==> config.mk <==
export PLATFORM = sky130hd
export DESIGN_NAME = fpu_issue_ctrl_flat
export DESIGN_NICKNAME = d
export VERILOG_FILES = /design/src/rtl/fpu_issue_ctrl_if.sv /design/src/rtl/fpu_issue_ctrl.sv /design/src/flat_wrapper.sv
export SDC_FILE = /design/constraint.sdc
export NUM_CORES = 1
export LEC_CHECK = 0
export BUFFER_PORTS_ARGS = -buffer_cell sky130_fd_sc_hd__buf_2
export CAP_MARGIN = 20
export CORE_UTILIZATION = 41
export DETAILED_ROUTE_END_ITERATION = 10
export PLACE_DENSITY_LB_ADDON = 0.25
export SLEW_MARGIN = 40
export SYNTH_ARGS = -nofsm -noshare
export SYNTH_HDL_FRONTEND = slang
export SYNTH_SLANG_ARGS = --single-unit
==> constraint.sdc <==
create_clock -name clk -period 6.3 [get_ports clk]
set_input_delay 0.315 -clock clk [delete_from_list [all_inputs] [get_ports clk]]
set_output_delay 0.315 -clock clk [all_outputs]
set_load 0.02 [all_outputs]
==> src/rtl/fpu_issue_ctrl_if.sv <==
// Issue / writeback bundle between an FP decode stage and fpu_issue_ctrl.
// The master drives the decoded op and flush. The slave (the controller)
// answers with stall/fire and the writeback strobe.
interface fpu_issue_ctrl_if;
  // decoded op presented for issue
  logic       issue_valid;
  logic [1:0] issue_lat;
  logic [4:0] issue_rd;
  logic       issue_regwrite;
  logic [4:0] rs1i;
  logic [4:0] rs2i;
  logic [4:0] rs3i;
  logic       use_rs1;
  logic       use_rs2;
  logic       use_rs3;
  logic       flush;
  // controller responses
  logic       stall;
  logic       issue_fire;
  logic       wb_valid;
  logic [4:0] wb_rd;
  logic       wb_regwrite;
  logic       div_busy;
  logic [2:0] occupancy;

  modport master (
    output issue_valid, issue_lat, issue_rd, issue_regwrite,
    output rs1i, rs2i, rs3i, use_rs1, use_rs2, use_rs3, flush,
    input  stall, issue_fire, wb_valid, wb_rd, wb_regwrite, div_busy, occupancy
  );

  modport slave (
    input  issue_valid, issue_lat, issue_rd, issue_regwrite,
    input  rs1i, rs2i, rs3i, use_rs1, use_rs2, use_rs3, flush,
    output stall, issue_fire, wb_valid, wb_rd, wb_regwrite, div_busy, occupancy
  );
endinterface

==> src/rtl/fpu_issue_ctrl.sv <==
// FP issue controller: tracks in-flight FP ops in a small entry table.
// It detects RAW, WAW, writeback-port, divider and table-full hazards.
// It reports one writeback per cycle.
// Writeback, div_busy and occupancy come from flops loaded with next-state
// values, so they appear in the cycle the entry table reflects them.
module fpu_issue_ctrl #(
  parameter int NENT    = 6,
  parameter int DIV_LAT = 16
) (
  input logic          clk,
  input logic          rstn,
  fpu_issue_ctrl_if.slave bus
);

  localparam logic [4:0] DIV_LAT_C = 5'(DIV_LAT);

  // latency in cycles of each latency class
  function automatic logic [4:0] lat_of(input logic [1:0] cls);
    logic [4:0] lat;
    case (cls)
      2'd0:    lat = 5'd1;
      2'd1:    lat = 5'd3;
      2'd2:    lat = 5'd4;
      default: lat = DIV_LAT_C;
    endcase
    return lat;
  endfunction

  // entry table
  logic [NENT-1:0]      valid_q, valid_d;
  logic [NENT-1:0][4:0] rd_q, rd_d;
  logic [NENT-1:0]      regwrite_q, regwrite_d;
  logic [NENT-1:0][4:0] rem_q, rem_d;
  logic [NENT-1:0]      is_div_q, is_div_d;

  // registered outputs
  logic       wb_valid_q, wb_valid_d;
  logic [4:0] wb_rd_q, wb_rd_d;
  logic       wb_regwrite_q, wb_regwrite_d;
  logic       div_busy_q, div_busy_d;
  logic [2:0] occupancy_q, occupancy_d;

  // hazard / control terms
  logic [4:0] new_lat_s;
  logic [5:0] new_lat_p1_s;
  logic       raw_hit_s;
  logic       port_hit_s;
  logic       waw_hit_s;
  logic       div_hit_s;
  logic       full_s;
  logic       stall_s;
  logic       fire_s;
  logic       alloc_done_s;
  logic [3:0] occ_cnt_s;

  // Hazard detection against the current table.
  // An entry at rem==1 is forwarded, so it does not count for RAW.
  // The port check compares in 6 bits so DIV_LAT=31 cannot wrap.
  always_comb begin
    raw_hit_s    = 1'b0;
    port_hit_s   = 1'b0;
    waw_hit_s    = 1'b0;
    new_lat_s    = lat_of(bus.issue_lat);
    new_lat_p1_s = {1'b0, new_lat_s} + 6'd1;
    for (int i = 0; i < NENT; i++) begin
      raw_hit_s  = raw_hit_s
                 | (valid_q[i] & regwrite_q[i] & (rem_q[i] > 5'd1)
                    & ((bus.use_rs1 & (bus.rs1i == rd_q[i]))
                     | (bus.use_rs2 & (bus.rs2i == rd_q[i]))
                     | (bus.use_rs3 & (bus.rs3i == rd_q[i]))));
      port_hit_s = port_hit_s | (valid_q[i] & ({1'b0, rem_q[i]} == new_lat_p1_s));
      waw_hit_s  = waw_hit_s
                 | (valid_q[i] & regwrite_q[i] & bus.issue_regwrite & (rd_q[i] == bus.issue_rd));
    end
    div_hit_s = (bus.issue_lat == 2'd3) & div_busy_q;
    full_s    = &valid_q;
    stall_s   = bus.issue_valid & (raw_hit_s | port_hit_s | waw_hit_s | div_hit_s | full_s);
    fire_s    = rstn & bus.issue_valid & ~stall_s & ~bus.flush;
  end

  // Table next state: age entries, retire rem==1, allocate, apply flush.
  // The values for the registered outputs come from the next table state.
  always_comb begin
    valid_d      = valid_q;
    rd_d         = rd_q;
    regwrite_d   = regwrite_q;
    rem_d        = rem_q;
    is_div_d     = is_div_q;
    alloc_done_s = 1'b0;

    for (int i = 0; i < NENT; i++) begin
      if (valid_q[i] && (rem_q[i] > 5'd1)) begin
        rem_d[i] = rem_q[i] - 5'd1;
      end else begin
        valid_d[i] = 1'b0;
      end
    end

    // A retiring entry is still occupied this cycle, so only ~valid_q slots are free.
    for (int i = 0; i < NENT; i++) begin
      if (fire_s && !alloc_done_s && !valid_q[i]) begin
        valid_d[i]    = 1'b1;
        rd_d[i]       = bus.issue_rd;
        regwrite_d[i] = bus.issue_regwrite;
        rem_d[i]      = new_lat_s;
        is_div_d[i]   = (bus.issue_lat == 2'd3);
        alloc_done_s  = 1'b1;
      end else begin
        alloc_done_s  = alloc_done_s;
      end
    end

    if (bus.flush) begin
      valid_d = '0;
    end else begin
      valid_d = valid_d;
    end

    wb_valid_d    = 1'b0;
    wb_rd_d       = 5'd0;
    wb_regwrite_d = 1'b0;
    div_busy_d    = 1'b0;
    occ_cnt_s     = 4'd0;
    for (int i = 0; i < NENT; i++) begin
      if (valid_d[i] && (rem_d[i] == 5'd1)) begin
        wb_valid_d    = 1'b1;
        wb_rd_d       = rd_d[i];
        wb_regwrite_d = regwrite_d[i];
      end else begin
        wb_valid_d    = wb_valid_d;
      end
      div_busy_d = div_busy_d | (valid_d[i] & is_div_d[i]);
      occ_cnt_s  = occ_cnt_s + 4'(valid_d[i]);
    end
    occupancy_d = occ_cnt_s[2:0];
  end

  // State and output registers, cleared asynchronously by rstn.
  always_ff @(posedge clk or negedge rstn) begin
    if (!rstn) begin
      valid_q       <= '0;
      rd_q          <= '0;
      regwrite_q    <= '0;
      rem_q         <= '0;
      is_div_q      <= '0;
      wb_valid_q    <= 1'b0;
      wb_rd_q       <= 5'd0;
      wb_regwrite_q <= 1'b0;
      div_busy_q    <= 1'b0;
      occupancy_q   <= 3'd0;
    end else begin
      valid_q       <= valid_d;
      rd_q          <= rd_d;
      regwrite_q    <= regwrite_d;
      rem_q         <= rem_d;
      is_div_q      <= is_div_d;
      wb_valid_q    <= wb_valid_d;
      wb_rd_q       <= wb_rd_d;
      wb_regwrite_q <= wb_regwrite_d;
      div_busy_q    <= div_busy_d;
      occupancy_q   <= occupancy_d;
    end
  end

  assign bus.stall       = stall_s;
  assign bus.issue_fire  = fire_s;
  assign bus.wb_valid    = wb_valid_q;
  assign bus.wb_rd       = wb_rd_q;
  assign bus.wb_regwrite = wb_regwrite_q;
  assign bus.div_busy    = div_busy_q;
  assign bus.occupancy   = occupancy_q;

endmodule

==> src/flat_wrapper.sv <==
// flat-port wrapper written by rule: the top's interface ports become plain ports
module fpu_issue_ctrl_flat 
#(
  parameter int NENT    = 6,
  parameter int DIV_LAT = 16
)
  (clk, rstn, bus_issue_valid, bus_issue_lat, bus_issue_rd, bus_issue_regwrite, bus_rs1i, bus_rs2i, bus_rs3i, bus_use_rs1, bus_use_rs2, bus_use_rs3, bus_flush, bus_stall, bus_issue_fire, bus_wb_valid, bus_wb_rd, bus_wb_regwrite, bus_div_busy, bus_occupancy);
  fpu_issue_ctrl_if bus_i ();
  input logic clk;
  input logic rstn;
  input wire logic [$bits(bus_i.issue_valid)-1:0] bus_issue_valid;
  input wire logic [$bits(bus_i.issue_lat)-1:0] bus_issue_lat;
  input wire logic [$bits(bus_i.issue_rd)-1:0] bus_issue_rd;
  input wire logic [$bits(bus_i.issue_regwrite)-1:0] bus_issue_regwrite;
  input wire logic [$bits(bus_i.rs1i)-1:0] bus_rs1i;
  input wire logic [$bits(bus_i.rs2i)-1:0] bus_rs2i;
  input wire logic [$bits(bus_i.rs3i)-1:0] bus_rs3i;
  input wire logic [$bits(bus_i.use_rs1)-1:0] bus_use_rs1;
  input wire logic [$bits(bus_i.use_rs2)-1:0] bus_use_rs2;
  input wire logic [$bits(bus_i.use_rs3)-1:0] bus_use_rs3;
  input wire logic [$bits(bus_i.flush)-1:0] bus_flush;
  output wire logic [$bits(bus_i.stall)-1:0] bus_stall;
  output wire logic [$bits(bus_i.issue_fire)-1:0] bus_issue_fire;
  output wire logic [$bits(bus_i.wb_valid)-1:0] bus_wb_valid;
  output wire logic [$bits(bus_i.wb_rd)-1:0] bus_wb_rd;
  output wire logic [$bits(bus_i.wb_regwrite)-1:0] bus_wb_regwrite;
  output wire logic [$bits(bus_i.div_busy)-1:0] bus_div_busy;
  output wire logic [$bits(bus_i.occupancy)-1:0] bus_occupancy;
  assign bus_i.issue_valid = bus_issue_valid;
  assign bus_i.issue_lat = bus_issue_lat;
  assign bus_i.issue_rd = bus_issue_rd;
  assign bus_i.issue_regwrite = bus_issue_regwrite;
  assign bus_i.rs1i = bus_rs1i;
  assign bus_i.rs2i = bus_rs2i;
  assign bus_i.rs3i = bus_rs3i;
  assign bus_i.use_rs1 = bus_use_rs1;
  assign bus_i.use_rs2 = bus_use_rs2;
  assign bus_i.use_rs3 = bus_use_rs3;
  assign bus_i.flush = bus_flush;
  assign bus_stall = bus_i.stall;
  assign bus_issue_fire = bus_i.issue_fire;
  assign bus_wb_valid = bus_i.wb_valid;
  assign bus_wb_rd = bus_i.wb_rd;
  assign bus_wb_regwrite = bus_i.wb_regwrite;
  assign bus_div_busy = bus_i.div_busy;
  assign bus_occupancy = bus_i.occupancy;
  fpu_issue_ctrl #(.NENT(NENT), .DIV_LAT(DIV_LAT)) u_core (.clk(clk), .rstn(rstn), .bus(bus_i));
endmodule
After elaboration in Yosys (flattened, before gate mapping) --
Cells that the tools add are included.
Operators by class: order comparisons 6, equality and inequality tests 39, $add $sub $neg 12, bitwise logic cells 103, mux-type cells 67, reduce and logical (&&, ||, !) cells 36
Operators with widths (number):
- equality test 5 bit | 24
- 2-to-1 mux 5 bit | 24
- AND 1 bit | 65
- 2-to-1 mux 1 bit | 41
- equality test 5 x 6 -> 1 bit | 6
- OR 1 bit | 36
- equality test 5 x 1 -> 1 bit, second input constant | 6
- > comparator 5 x 1 -> 1 bit, second input constant | 6
- subtractor 5 x 1 -> 5 bit, second input constant | 6
- logical AND 1 bit | 23
- one-hot mux 5 bit (3 select lines) | 1
- adder 3 x 1 -> 3 bit | 4
- zero test 1 bit | 11
- adder 5 x 1 -> 6 bit, second input constant | 1
- 2-to-1 mux 6 bit | 1
- AND reduction 6 bit | 1
- equality test 2 bit, second input constant | 2
- adder 1 x 1 -> 2 bit | 1
- equality test 2 x 1 -> 1 bit, second input constant | 1
- zero test 2 bit | 1
- inverter 1 bit | 2
Storage, ports and cells: flip-flop bits (word level) 89, logic and storage cells 283, output and inout bits 13

Logic depth before layout (Yosys ltp) --
depth after elaboration 48, mapped depth 20, mapped depth without buffers 18

Worst setup path after synthesis --
Ideal clock, no wire load.
path type in2reg, start input bus_issue_lat[0], end register u_core.occupancy_q[1] (netlist: u_core.bus.occupancy[1]), slack 1.638 ns, arrival 4.527 ns, cell stages on the path 19, required time 6.165 ns, buffers on the path 2, path through inv_1 -> ha_1 -> o211ai_1 -> nor2_1 -> mux2i_1 -> o22ai_1 -> or4_4 -> nor4b_2 -> buf_4 -> clkbuf_1 -> nor2_1 -> nor2_1 -> ha_1 -> inv_1 -> fa_1 -> xor2_1 -> ha_1 -> o21bai_1 -> fa_1
On the way: elaborated cells between the ends (all ways) 65
RTL lines:
- start: declaration | line flat_wrapper.sv:12 | input wire logic [$bits(bus_i.issue_lat)-1:0] bus_issue_lat;
- equality test 2 bit (tied with other cells) | line fpu_issue_ctrl.sv:20 | case (cls)
- one-hot mux 5 bit (3 select lines) | line fpu_issue_ctrl.sv:20
- adder 5 x 1 -> 6 bit | line fpu_issue_ctrl.sv:64 | new_lat_p1_s = {1'b0, new_lat_s} + 6'd1;
- equality test 5 x 6 -> 1 bit | line fpu_issue_ctrl.sv:71 | port_hit_s = port_hit_s | (valid_q[i] & ({1'b0, rem_q[i]} == new_lat_p1_s));
- AND 1 bit | line fpu_issue_ctrl.sv:71
- OR 1 bit (5 in series) | line fpu_issue_ctrl.sv:71
- OR 1 bit (2 in series) | line fpu_issue_ctrl.sv:77 | stall_s = bus.issue_valid & (raw_hit_s | port_hit_s | waw_hit_s | div_hit_s | full_s);
- OR 1 bit * (2 in series) | line fpu_issue_ctrl.sv:77
- [... 6 more ...]
- zero test 1 bit | line fpu_issue_ctrl.sv:101 | if (fire_s && !alloc_done_s && !valid_q[i]) begin
- logical AND 1 bit * (2 in series) | line fpu_issue_ctrl.sv:101
- 2-to-1 mux 1 bit * | line fpu_issue_ctrl.sv:101
- 2-to-1 mux 6 bit * | line fpu_issue_ctrl.sv:113 | if (bus.flush) begin
- via u_core.valid_d[1] | line fpu_issue_ctrl.sv:30 | logic [NENT-1:0] valid_q, valid_d;
- adder 1 x 1 -> 2 bit * | line fpu_issue_ctrl.sv:133 | occ_cnt_s = occ_cnt_s + 4'(valid_d[i]);
- adder 3 x 1 -> 3 bit * (4 in series) | line fpu_issue_ctrl.sv:133
- via u_core.occ_cnt_s[1] | line fpu_issue_ctrl.sv:54 | logic [3:0] occ_cnt_s;
- end signal: assignment | line fpu_issue_ctrl.sv:161 | occupancy_q <= occupancy_d;
- end: declaration | line fpu_issue_ctrl.sv:41 | logic [2:0] occupancy_q, occupancy_d;
The timed path passes the listed nets; every way through them passes the cells marked *.

Worst setup path in the final report --
start input bus_issue_lat[1], end register u_core.occupancy_q[1] (netlist: u_core.bus.occupancy[1])
On the way: elaborated cells between the ends (all ways) 65
RTL lines:
- equality test 2 bit (tied with other cells) | line fpu_issue_ctrl.sv:20
- one-hot mux 5 bit (3 select lines) | line fpu_issue_ctrl.sv:20
- adder 5 x 1 -> 6 bit | line fpu_issue_ctrl.sv:64
- equality test 5 x 6 -> 1 bit | line fpu_issue_ctrl.sv:71
- AND 1 bit | line fpu_issue_ctrl.sv:71
- OR 1 bit (5 in series) | line fpu_issue_ctrl.sv:71
- OR 1 bit (2 in series) | line fpu_issue_ctrl.sv:77
- OR 1 bit * (2 in series) | line fpu_issue_ctrl.sv:77
- [... 2 more ...]
- AND 1 bit * (2 in series) | line fpu_issue_ctrl.sv:78 | fire_s = rstn & bus.issue_valid & ~stall_s & ~bus.flush;
- logical AND 1 bit * | line fpu_issue_ctrl.sv:101
- 2-to-1 mux 1 bit * | line fpu_issue_ctrl.sv:101
- 2-to-1 mux 6 bit * | line fpu_issue_ctrl.sv:113
- via u_core.valid_d[0] | line fpu_issue_ctrl.sv:30
- adder 1 x 1 -> 2 bit * | line fpu_issue_ctrl.sv:133
- adder 3 x 1 -> 3 bit * (4 in series) | line fpu_issue_ctrl.sv:133
- via u_core.occ_cnt_s[1] | line fpu_issue_ctrl.sv:54
Marks and branches as above.

==> results by group <==
Clock network
  – Num CTS Buffers: 9
  – Clock tree sinks: 89
  – Post-CTS setup buffer count: 0
  – CTS Root Cell: clkbuf_16
  – Reg clk slew, reported paths: 0.07 ns
  – CTS tree: yes
  – CTS HTree Levels: 3
  – Worst-Skew Late Latency: 0.36 ns
  – Clock Tree Buf Depth: 2

Timing
  – Final count of hold timing violations: 0
  – Clock Skew: around 0.0060 ns
  – Final setup TNS: 0 ns
  – Max-slew violation count: 0
  – Final setup violating endpoints: 0
  – Max_slew headroom: 43.7%
  – Slew @ Worst Pin: roughly 0.83 ns
  – Final period util: a little over four fifths
  – WHS: 0.338 ns
  – Fmax: 189 MHz
  – Period minus WS final: 5.28 ns
  – RSZ-0062 raised after global routing: false

Worst setup path
  – Worst reg2reg setup slack: 1.19 ns
  – Crit start category: input port
  – Worst path cell trace: buf_2, inv_1, ha_1, o211ai_1, xnor2_1, nor3_1, nor4_1, and4_1, nand2_1, nor2_1, nand2_1, a21oi_1, ha_1, inv_1, fa_1, xor2_1, ha_1, o21bai_1, fa_1
  – Max stage delay on crit path: 0.57 ns
  – Crit path from: bus_issue_lat[1]
  – Critical-path top delay cell: nor4_1
  – Reg-to-reg critical path startpoint: u_core.rem_q[21]
  – R2R Path End: u_core.bus.occupancy[1]
  – Crit end category: flip-flop
  – Highest fanout seen on the critical path: 13
  – Crit path required time: 6.53 ns
  – Most used cell, CP: ha_1
  – Reg2Reg Depth: 18
  – Kind of critical path: input port to flip-flop
  – Critical path buffer and inverter count: 3
  – Arrival time of the worst setup path: 5.51 ns
  – Delay-heaviest family, CP: adder cells

Routing
  – Final ANT Viol Nets: 0
  – DR vias/cell: 5.66
  – Initial DRC count: 519
  – Via count: slightly below 6000
  – DRC viols: 0
  – Routed WL: 21.1 mm
  – Pre-Repair DR Iteration Count: 7
  – WL per Instance: 20.2 um

Finish
  – FILL cells: 1750
  – Area grow syn2layout: 6.60%
  – Nets: about 860
  – Layout cells sized above 1: 14.7%
  – Diode count: 0
  – Final Cell Area: 7720 um2
  – Post-route core utilization: roughly 45%
  – Most frequent cells in the layout: xor2_1 (89), dfrtp_1 (89), xnor2_1 (86)

Global route
  – First-pass GRT wire length: around 33 mm
  – Largest net degree at the start of global routing: ~60
  – Initial antenna violation count: 0
  – Vias in the first global route: 5649
  – GRT overflow: 0
  – GRT Util Overall: 24.5%

Hold path
  – Worst hold path depth: 3
  – Sink of the worst hold path: u_core.regwrite_q[0]
  – Min-Delay Path Class: input port to flip-flop
  – Min-delay src: bus_issue_regwrite

Job
  – Max-cap violations: 0

Synth
  – Mapped Nets: ~900
  – Top-area cell type share of the netlist area: 30.8%
  – Top FF cell, synth: dfrtp_1
  – Mean Syn Cell Area: 8.64 um2
  – Synth Register Bits: between 80 and 90
  – Mapped Area: 7240 um2
  – Yosys cell types: 73
  – Async SR Flop Fraction: 100%
  – Sequential fraction of the synthesis area: 30.8%
  – Yosys warns: 0
  – Cells after synthesis: around 840
  – Dominant cell type by area after synthesis: dfrtp_1
  – EDFF count, synth: 0
  – Synth top area cells: dfrtp_1 (31%), xor2_1 (11%), xnor2_1 (10%)

Pwr
  – Leakage: roughly 0.0034 uW
  – Sw Ratio: a little over a third
  – VDD IR max: 0.000137 V
  – Flop pwr share: about 44%
  – Clock network fraction of total power: 30.2%
  – Comb pwr share: about a quarter
  – NetSw: 614 uW
  – P per Cell Area: roughly 220 nW/um2
  – P_int: roughly 1100 uW

Floorplan
  – Initial Utilization: a little over two fifths
  – Core ar.: 17300 um2
  – Die ar.: 18200 um2
  – Row cnt: 48
  – Die W: 135 um
  – Die Y: around 130 um
  – Top Ports: 43

Outcome
  – Status: finished, final reports clean

Place
  – Port bufs: 42
  – DPL Wire Length: 15.5 mm
  – Placed inst area: roughly 7400 um2
  – Gpl congestion: 0.898
[stage by stage]
stage                     cells  total power, uW  setup WS (ns)
after global placement     1023             1200          0.999
final                      1041             1730           1.02
after detailed placement   1024             1210          0.726
after CTS                  1041             1740           1.09
after floorplan             838             1100           1.64
after global routing       1041             1830          0.569
[sequential cells by signal (all words and copies together) (netlist names)]
name	cells
u_core.rem_q	30
u_core.bus.wb_regwrite	1
u_core.valid_q	6
u_core.rd_q	30
u_core.bus.wb_rd	5
u_core.regwrite_q	6
u_core.bus.div_busy	1
u_core.bus.wb_valid	1
u_core.is_div_q	6
u_core.bus.occupancy	3
[cell families (layout without fill, tap and decap cells)]
logic type / count (synthesis) / count (layout) / share of synthesized area [%]
adders and majority gates: 22 / 22 / 4.01
buffers and inverters: 124 / 102 / 7.22
AOI/OAI and AO/OA: 117 / 117 / 11.2
muxes: 39 / 39 / 6.03
DFF: 89 / 89 / 30.8
xor gates and xnor gates: 175 / 175 / 21.2
and+or+nand+nor: 272 / 272 / 19.6
[layout make-up]
cell class              count  area (um2)  share of cell area [%]
clock buffers              10         239                    3.10
clock inverters             6        42.5                   0.551
inverters                  35         131                    1.70
multi-input cells         625        4510                    58.4
flip-flops and latches     89        2230                    28.9
well taps                 225         282                    3.65
repair buffers             51         287                    3.71
[power groups by stage]
| stage | logic (uW) | registers [uW] | clock network [uW] |
|---|---|---|---|
| global placement | 429 | 774 | 0 |
| CTS | 440 | 763 | 534 |
| floorplan | 416 | 682 | 0 |
| finish | 442 | 768 | 522 |
| global route | 496 | 780 | 554 |
| detailed placement | 436 | 772 | 0 |
[worst register-to-register path, delay by kind of cell, from the launching register on]
kind,cells,cell delay (ns)
AND/OR/NAND/NOR,5,1.11
AO/OA/AOI/OAI,5,1.39
buffers and inverters,2,0.16
adder cells (fa/ha/maj),5,1.66
flip-flops,1,0.47
XOR/XNOR,1,0.19
[layer usage]
metal  up-vias  global-route usage [%]  routed length, um  share of wire, %
met5         -                       0                  0                 0
li1       2812                       -                  -                 -
met3        32                    3.34               1190               5.6
met1      2857                    35.1               9900                47
met4         0                    9.74                592               2.8
met2       195                    36.9               9400                45
[what timing repair did]
item / CTS / global route
hold buffers: 1 / 0
resized for setup: 0 / 0
hold endpoints to repair: 31 / 0
[cells in the mapped netlist (all sizes together) (4+ instances only)]
library cell and n:
mux2 31, nand4 23, nand2b 6, dfrtp 89, o21ai 30, mux2i 8, xor2 89, inv 34
ha 20, xnor2 86, clkbuf 43, and3 13, o41a 4, nand3 27, nor4b 6, a22o 5
or3 7, nor4 27, a31o 4, a21oi 32, nor2 43, nand2 75, buf 46, nor3 30
[worst max path at each step]
stage | endpoint | slack, ns | depth (start not counted)
2_1_floorplan | u_core.bus.occupancy[1] | 1.64 | 19
3_3_place_gp | u_core.bus.occupancy[1] | 1.0 | 19
3_5_place_dp | u_core.bus.occupancy[1] | 0.73 | 19
4_1_cts | u_core.bus.occupancy[1] | 1.09 | 19
5_1_grt | u_core.bus.occupancy[1] | 0.57 | 19
6_report | u_core.bus.occupancy[1] | 1.02 | 19
Note: power is estimated with default switching activity, not from simulation.
